==> config.mk <==
export PLATFORM = sky130hd
export DESIGN_NAME = scu_rr_arb
export DESIGN_NICKNAME = d
export VERILOG_FILES = /design/src/rtl/scu_pkg.sv /design/src/rtl/rr_pick.sv /design/src/rtl/scu_rr_arb.sv
export SDC_FILE = /design/constraint.sdc
export NUM_CORES = 1
export LEC_CHECK = 0
export ABC_AREA = 1
export BUFFER_PORTS_ARGS = -buffer_cell sky130_fd_sc_hd__buf_4
export CORE_UTILIZATION = 44
export CTS_CLUSTER_DIAMETER = 150
export CTS_CLUSTER_SIZE = 40
export DETAILED_ROUTE_END_ITERATION = 16
export HOLD_SLACK_MARGIN = 0.06
export PLACE_DENSITY_LB_ADDON = 0.08
export SYNTH_ARGS = -nofsm -noshare
export SYNTH_HDL_FRONTEND = slang
export SYNTH_SLANG_ARGS = --single-unit
==> constraint.sdc <==
create_clock -name clk -period 1.8 [get_ports clk]
set_input_delay 0.18 -clock clk [delete_from_list [all_inputs] [get_ports clk]]
set_output_delay 0.18 -clock clk [all_outputs]
set_load 0.01 [all_outputs]
==> src/rtl/scu_pkg.sv <==
// Shared types and default sizing for the SCU round-robin bus arbiter.
package scu_pkg;
  localparam int DEF_NUM_MASTERS = 4;
  localparam int DEF_MAX_HOLD    = 16;

  typedef enum logic [1:0] {
    IDLE    = 2'd0,
    BUSY    = 2'd1,
    RELEASE = 2'd2
  } state_e;
endpackage

==> src/rtl/rr_pick.sv <==
// Combinational round-robin picker: first requester at or after ptr, wrapping.
module rr_pick #(
  parameter  int NUM_MASTERS = 4,
  localparam int IW          = $clog2(NUM_MASTERS)
) (
  input  logic [NUM_MASTERS-1:0] req,
  input  logic [IW-1:0]          ptr,
  output logic [NUM_MASTERS-1:0] grant,
  output logic [IW-1:0]          idx,
  output logic                   any
);
  logic [IW:0]   sum;
  logic [IW-1:0] cand;

  // Scan from the farthest offset down so the closest requester to ptr wins last.
  always_comb begin
    grant = '0;
    idx   = '0;
    any   = |req;
    sum   = '0;
    cand  = '0;
    for (int k = NUM_MASTERS - 1; k >= 0; k--) begin
      sum = {1'b0, ptr} + (IW+1)'(k);
      if (sum >= (IW+1)'(NUM_MASTERS)) sum = sum - (IW+1)'(NUM_MASTERS);
      cand = sum[IW-1:0];
      if (req[cand]) begin
        grant       = '0;
        grant[cand] = 1'b1;
        idx         = cand;
      end
    end
  end
endmodule

==> src/rtl/scu_rr_arb.sv <==
// Round-robin bus arbiter: registered one-hot grant, hold timeout, one dead cycle between owners.
module scu_rr_arb
  import scu_pkg::*;
#(
  parameter  int NUM_MASTERS = DEF_NUM_MASTERS,
  parameter  int MAX_HOLD    = DEF_MAX_HOLD,
  localparam int IW          = $clog2(NUM_MASTERS)
) (
  input  logic                   clk,
  input  logic                   rst,
  input  logic [NUM_MASTERS-1:0] sel,
  input  logic                   endtrans,
  output logic [NUM_MASTERS-1:0] mas_sel,
  output logic [IW-1:0]          gnt_idx,
  output logic                   gnt_vld,
  output logic                   timeout
);
  // A 1-bit counter stands in when the timeout is disabled; it then never moves.
  localparam int              CW       = (MAX_HOLD > 0) ? $clog2(MAX_HOLD + 1) : 1;
  localparam logic [CW-1:0]   CNT_LAST = (MAX_HOLD > 0) ? CW'(MAX_HOLD - 1) : '0;
  localparam logic [CW-1:0]   CNT_MAX  = (MAX_HOLD > 0) ? CW'(MAX_HOLD) : '0;

  state_e                 state_q, state_d;
  logic [IW-1:0]          ptr_q, ptr_d;
  logic [CW-1:0]          cnt_q, cnt_d;
  logic [NUM_MASTERS-1:0] mas_sel_q, mas_sel_d;
  logic [IW-1:0]          gnt_idx_q, gnt_idx_d;
  logic                   gnt_vld_q, gnt_vld_d;
  logic                   timeout_q, timeout_d;

  logic [NUM_MASTERS-1:0] pick_grant;
  logic [IW-1:0]          pick_idx;
  logic                   pick_any;
  logic [IW-1:0]          nxt_ptr;
  logic                   expire;

  rr_pick #(.NUM_MASTERS(NUM_MASTERS)) u_pick (
    .req   (sel),
    .ptr   (ptr_q),
    .grant (pick_grant),
    .idx   (pick_idx),
    .any   (pick_any)
  );

  always_comb begin
    state_d   = state_q;
    ptr_d     = ptr_q;
    cnt_d     = cnt_q;
    mas_sel_d = '0;
    gnt_idx_d = '0;
    gnt_vld_d = 1'b0;
    timeout_d = 1'b0;
    nxt_ptr   = (gnt_idx_q == IW'(NUM_MASTERS - 1)) ? '0 : gnt_idx_q + 1'b1;
    expire    = (MAX_HOLD > 0) && (cnt_q == CNT_LAST);

    case (state_q)
      IDLE: begin
        if (pick_any) begin
          state_d   = BUSY;
          mas_sel_d = pick_grant;
          gnt_idx_d = pick_idx;
          gnt_vld_d = 1'b1;
          cnt_d     = '0;
        end
      end
      BUSY: begin
        if (endtrans || expire) begin
          // A normal end wins over a coincident expiry, so no timeout pulse then.
          state_d   = RELEASE;
          ptr_d     = nxt_ptr;
          timeout_d = !endtrans;
        end else begin
          mas_sel_d = mas_sel_q;
          gnt_idx_d = gnt_idx_q;
          gnt_vld_d = gnt_vld_q;
          if (cnt_q != CNT_MAX) cnt_d = cnt_q + 1'b1;
        end
      end
      RELEASE: state_d = IDLE;
      default: state_d = IDLE;
    endcase
  end

  always_ff @(posedge clk) begin
    if (rst) begin
      state_q   <= IDLE;
      ptr_q     <= '0;
      cnt_q     <= '0;
      mas_sel_q <= '0;
      gnt_idx_q <= '0;
      gnt_vld_q <= 1'b0;
      timeout_q <= 1'b0;
    end else begin
      state_q   <= state_d;
      ptr_q     <= ptr_d;
      cnt_q     <= cnt_d;
      mas_sel_q <= mas_sel_d;
      gnt_idx_q <= gnt_idx_d;
      gnt_vld_q <= gnt_vld_d;
      timeout_q <= timeout_d;
    end
  end

  assign mas_sel = mas_sel_q;
  assign gnt_idx = gnt_idx_q;
  assign gnt_vld = gnt_vld_q;
  assign timeout = timeout_q;
endmodule

After elaboration in Yosys (flattened, before gate mapping):

Cells that the tools add are included.

* register bits after elaboration: 17
* output and inout bits: 8

* $add $sub $neg: 9
* order comparisons: 12
* equal/unequal tests: 8
* mux-type cells: 45
* bitwise gates (word level): 2
* reductions and logical operators: 13

Operators with widths (count)
* 2-bit 2-to-1 mux: 13
* 4-bit 2-to-1 mux: 6
* 5-bit 2-to-1 mux: 3
* 2-bit by 3-bit < comparator with 1-bit output, second input constant: 4
* 1-bit 2-to-1 mux: 10
* 5-bit one-hot mux with 2 select lines: 1
* 3-bit >= comparator, second input constant: 3
* 1-bit binary-select mux with 2-bit select: 4
* 1-bit demux with 2-bit select: 4
* 2-bit by 1-bit >= comparator with 1-bit output, second input constant: 4
* 2-bit != test, second input constant: 4
* 2-bit one-hot mux with 2 select lines: 2
* 4-bit one-hot mux with 2 select lines: 1
* 2-bit by 1-bit subtractor with 2-bit output, second input constant: 4
* 2-bit by 2-bit adder with 3-bit output, second input constant: 2
* 5-bit by 1-bit adder with 5-bit output, second input constant: 1
* 5-bit by 4-bit == test with 1-bit output, second input constant: 1
* 5-bit != test, second input constant: 1
* 1-bit logical AND: 4
* 2-bit AND reduction: 2
* 4-bit AND reduction: 1
* 4-bit OR reduction: 1
* 2-bit by 1-bit adder with 3-bit output, second input constant: 1
* 2-bit by 3-bit >= comparator with 1-bit output, second input constant: 1
* 10 further kinds: 11

Longest topological paths before layout:

* word-level depth: 13
* mapped depth: 11

Hierarchy:

Synthesis repeated with hierarchy kept, for this count alone.

* cell total of the unflattened synthesis: 193
* area, all modules: 1302.5 sq um

Modules (own cells, without submodules)
* scu_rr_arb: instances 1, cells an instance 109, area an instance 813.3 sq um, seq. area each 340.3 sq um
* rr_pick: instances 1, cells an instance 84, area an instance 489.2 sq um, seq. area each 0.0 sq um

Worst setup path before layout:

OpenSTA, ideal clock, no wires.

* kind: register to register
* start point: register ptr_q[0]
* end point: register mas_sel_q[1] (netlist: mas_sel[1])
* arrival: 1.506 ns
* slack: 0.156 ns
* stages on the path, launching flop included: 11
* path buffers: 0
* path through: dfxtp_1 > inv_2 > ha_1 > inv_1 > nand3_2 > nand2_4 > inv_4 > nand3_1 > nand3_1 > nand2_1 > a21oi_2

* word-level cells in the longest chain between the ends: 13

RTL lines
* from (decl): RTL line scu_rr_arb.sv:24 `logic [IW-1:0] ptr_q, ptr_d;`
* from (signal assigned): RTL line scu_rr_arb.sv:95 `ptr_q <= ptr_d;`
* 2-bit by 2-bit adder with 3-bit output: RTL line rr_pick.sv:23 `sum = {1'b0, ptr} + (IW+1)'(k);`
* 3-bit >= comparator / 2-bit by 1-bit subtractor with 2-bit output (equally long branches): RTL line rr_pick.sv:24 `if (sum >= (IW+1)'(NUM_MASTERS)) sum = sum - (IW+1)'(NUM_MASTERS);`
* 2-bit 2-to-1 mux: RTL line rr_pick.sv:24
* 2-bit by 3-bit < comparator with 1-bit output (not written as such) / 2-bit by 1-bit >= comparator with 1-bit output (equally long branches): RTL line rr_pick.sv:28 `grant[cand] = 1'b1;`
* 1-bit logical AND (not written as such): RTL line rr_pick.sv:28
* 1-bit 2-to-1 mux (not written as such): RTL line rr_pick.sv:28
* 1-bit demux with 2-bit select
* 4-bit 2-to-1 mux (3 in a row): RTL line rr_pick.sv:26 `if (req[cand]) begin`
* 4-bit 2-to-1 mux *: RTL line rr_pick.sv:26
* 4-bit 2-to-1 mux *: RTL line scu_rr_arb.sv:58 `if (pick_any) begin`
* 4-bit one-hot mux with 2 select lines *: RTL line scu_rr_arb.sv:56 `case (state_q)`
* to (signal assigned): RTL line scu_rr_arb.sv:97 `mas_sel_q <= mas_sel_d;`
* to (decl): RTL line scu_rr_arb.sv:26 `logic [NUM_MASTERS-1:0] mas_sel_q, mas_sel_d;`

Mark *: on every way between the ends. The rest lies on a longest branch, timed or not. The select of a mux whose other input is x is not followed.
A chain may end at the register's enable or synchronous reset.

Worst setup path in the final report:

* start point: register cnt_q[0]
* end point: register cnt_q[1]

* word-level cells in the longest chain between the ends: 4

RTL lines
* from (decl): RTL line scu_rr_arb.sv:25 `logic [CW-1:0] cnt_q, cnt_d;`
* from (signal assigned): RTL line scu_rr_arb.sv:96 `cnt_q <= cnt_d;`
* 5-bit by 1-bit adder with 5-bit output / 5-bit by 4-bit == test with 1-bit output (equally long branches): RTL line scu_rr_arb.sv:76, scu_rr_arb.sv:54
* 5-bit 2-to-1 mux / 1-bit logical OR (equally long branches): RTL line scu_rr_arb.sv:76, scu_rr_arb.sv:67
* 5-bit 2-to-1 mux / 2-bit != test (equally long branches)
* 5-bit one-hot mux with 2 select lines / 4-bit AND reduction (equally long branches)

Parallel ways exist; a longest one is shown, timed or not. The select of a mux whose other input is x is not followed.

==> key figures <==
Run status
  – Status: finished clean

Placed design
  – Number of buffers inserted by port buffering: 14
  – Worst slack at placement: 0.117 ns
  – Final weighted congestion of routability-driven global placement: 0.779
  – Sum of net half-perimeters after detailed placement: 1.91 mm
  – Placed instance count: 214
  – Dpl cell area: about 1400 sq um

CTS
  – Number of sinks driven by the clock tree: 17
  – Clock-pin slew on the worst setup and hold paths: 0.10 ns
  – Post-CTS setup buffers: 0
  – CTS HTree Levels: 1
  – Buffer type at the clock tree root: sky130_fd_sc_hd__clkbuf_4
  – Clock latency reported for the late side of the worst-skew pair: 0.29 ns
  – Number of buffers created by CTS: 3
  – Clock Tree Buf Depth: 2
  – Clock tree from TritonCTS: built

Timing
  – Clk_skew: 0.00596 ns
  – Final worst setup slack: 0.109 ns
  – Shortest period the worst path allows: 1.69 ns
  – Final count of pins violating max slew: 0
  – Final setup TNS: 0 ns
  – Setup violations, final: 0
  – Maximum clock rate: 591 MHz
  – Slew at the pin closest to its max-slew limit: 0.248 ns
  – Final hold violation count: 0
  – Period Utilization, post-route: 93.9%
  – Max_slew headroom: between 80% and 90%

Detailed routing
  – Vias: between 1000 and 1500
  – Post-detailed-route wirelength per cell: roughly 12 um
  – Initial DRT Pass Iterations: 4
  – Final Routed Wirelength: 2.59 mm
  – Number of remaining DRC errors: 0
  – Antenna Nets Post-Route: 0
  – Number of vias per cell after detailed routing: 5.11
  – Initial DRC Count: 21

Worst setup path
  – Worst Path Arrival: 1.89 ns
  – Top cell by count, worst path: sky130_fd_sc_hd__ha_1
  – Total buffers and inverters traversed by the critical path: 1
  – Biggest cell delay along the critical path: 0.35 ns
  – Data required time at the worst endpoint: approximately 2.0 ns
  – Critical path, cell by cell: ha_1, inv_1, nor3_1, ha_1, nor2_1, nand2_1, nand2_2, nand2_4, a211oi_1
  – Reg-to-reg critical path startpoint: cnt_q[0]$_SDFFE_PP0P_
  – Kind of end point of the critical path: register
  – Critical Path Source: cnt_q[0]$_SDFFE_PP0P_
  – Largest fanout on the critical path: 7
  – Worst setup path class: register to register
  – Worst path top cell family by delay: simple AND/OR/NAND/NOR gates
  – Setup crit start kind: register
  – Slowest cell on the critical path: sky130_fd_sc_hd__dfxtp_2

Die
  – Floorplan die area: between 2000 and 3000 sq um
  – Starting density of the core: a little under half
  – Core area: 2520 sq um
  – IO Pins: 15
  – Width of the die: 54.1 um
  – Placement Rows: 18
  – Height of the die: around 54 um

Global route
  – Initial antenna violation count: 0
  – Wire length of the first global-routing pass: 4.00 mm
  – Via count of the first global-routing pass: 974
  – Total congestion overflow after global routing: 0
  – GR Util All Layers: 19.0%
  – Maximum number of pins on one net before global-route repair: 12

Layout
  – Fill cell instance count of the final layout: around 250
  – Combined area of the multi-input logic cells: 771 sq um
  – Non-Filler Cell Area, Final: 1420 sq um
  – Sequential standard cell area: between 300 and 400 sq um
  – Number of antenna diodes: 0
  – Area growth from synthesis to layout: 18.8%
  – # nets final: 208
  – Count of non-filler cells in the finished layout: around 220
  – Fraction of final layout cells sized beyond drive strength 1: 28.0%

Power
  – PD cells: 722 nW/um^2
  – Leakage power: 0.635 nW
  – Power consumption: 1.02 mW
  – Worst voltage drop across the vdd grid: approximately 0.71 mV

Synthesis
  – Share of the synthesized area in the top cell type: 28.5%
  – Distinct cell type count of the synthesized netlist: 23
  – Post-synthesis sequential area ratio: 28.5%
  – Net count after synthesis: roughly 190
  – Warning count from the yosys run: 0
  – Synth area leader: sky130_fd_sc_hd__dfxtp_1
  – Post-Synthesis Cell Area: 1190 sq um
  – Seq cells post-synth: 17
  – Dominant cells by area after synthesis: sky130_fd_sc_hd__dfxtp_1, sky130_fd_sc_hd__ha_1, sky130_fd_sc_hd__nand2_1, sky130_fd_sc_hd__inv_1, sky130_fd_sc_hd__nand3_1
  – Mapped Avg Cell Area: 7.15 sq um
  – Mapped Cells: 167

Worst hold path
  – HP Start: rst
  – HP Class: input pin to register

Job
  – Max-cap viol count: 0
layout make-up:
class | count | share of cell area (%)
clock buffers | 4 | 1.85
flip-flops and latches | 17 | 24.1
well taps | 30 | 2.65
multi-input cells | 124 | 54.4
inverters | 25 | 6.80
repair buffers | 19 | 10.2
stage by stage:
step | hold WS [ns] | util (%)
2_1_floorplan | 0.259 | -
3_3_place_gp | 0.363 | 54.0
3_5_place_dp | 0.362 | 54.0
4_1_cts | 0.138 | 55.5
5_1_grt | 0.130 | 56.2
6_report | 0.147 | 56.2
sequential cells by signal, indices dropped and copies added (netlist names):
| register | flops |
|---|---|
| timeout | 1 |
| gnt_vld | 1 |
| state_q | 2 |
| ptr_q | 2 |
| gnt_idx | 2 |
| cnt_q | 5 |
| mas_sel | 4 |
cells by family after synthesis:
| family | synth area share, % |
|---|---|
| and+or+nand+nor | 37.8 |
| buffers and inverters | 8.39 |
| adders and majority gates | 11.5 |
| AOI/OAI and AO/OA | 13.7 |
| DFF | 28.5 |
synth_stat cells (all sizes together):
cell type / number
a211oi: 1
clkbuf: 1
inv: 25
nand3: 19
nand4: 2
a31oi: 1
nand2b: 1
dfxtp: 17
nor3: 5
ha: 11
nand2: 42
nor3b: 2
a311oi: 1
nor2: 16
o21ai: 4
a21oi: 19
power by group:
| part | total (mW) | switching (mW) | leakage, nW | internal, mW |
|---|---|---|---|---|
| sequential | 0.429 | 0.0212 | 0.140 | 0.408 |
| combinational | 0.395 | 0.247 | 0.480 | 0.148 |
| clock | 0.200 | 0.114 | 0.0150 | 0.0862 |
per-layer routing:
metal | share of wire, % | global-route usage [%] | wire length (um)
met1 | 47 | 23.3 | 1230
met2 | 48 | 33.1 | 1250
met4 | 0 | 2.56 | 0
met5 | 0 | 0 | 0
met3 | 4.4 | 5.93 | 113
cells in the final DEF (no fill, tap or decap), types with 2 or more instances in the layout:
cell type	instances
sky130_fd_sc_hd__o21ai_1	2
sky130_fd_sc_hd__nor3b_2	2
sky130_fd_sc_hd__buf_4	18
sky130_fd_sc_hd__clkbuf_4	3
sky130_fd_sc_hd__nand4_1	2
sky130_fd_sc_hd__a21oi_2	7
sky130_fd_sc_hd__ha_1	11
sky130_fd_sc_hd__nand2_1	32
sky130_fd_sc_hd__nor3_2	2
sky130_fd_sc_hd__a21oi_1	12
sky130_fd_sc_hd__nor3_1	3
sky130_fd_sc_hd__nand3_2	6
sky130_fd_sc_hd__o21ai_0	2
sky130_fd_sc_hd__nand2_4	3
sky130_fd_sc_hd__nand3_1	13
sky130_fd_sc_hd__nand2_2	7
sky130_fd_sc_hd__inv_2	2
sky130_fd_sc_hd__inv_1	22
sky130_fd_sc_hd__dfxtp_1	16
sky130_fd_sc_hd__nor2_1	15
final timing paths:
kind,to,slack [ns],cells after the start
setup / recovery,cnt_q[1]$_SDFFE_PP0P_,0.11,9
hold / removal,mas_sel[0]$_SDFFE_PP0P_,0.15,2
setup reg to reg,cnt_q[1]$_SDFFE_PP0P_,0.11,9
hold reg to reg,gnt_vld$_SDFFE_PP0P_,0.47,2
timing repair:
action / in CTS / in global routing
resized for setup: 0 / 7
setup endpoints to repair: 0 / 4
hold buffers: 1 / 0
hold endpoints to repair: 1 / 0
No activity file was read; power rests on OpenSTA's default activity.
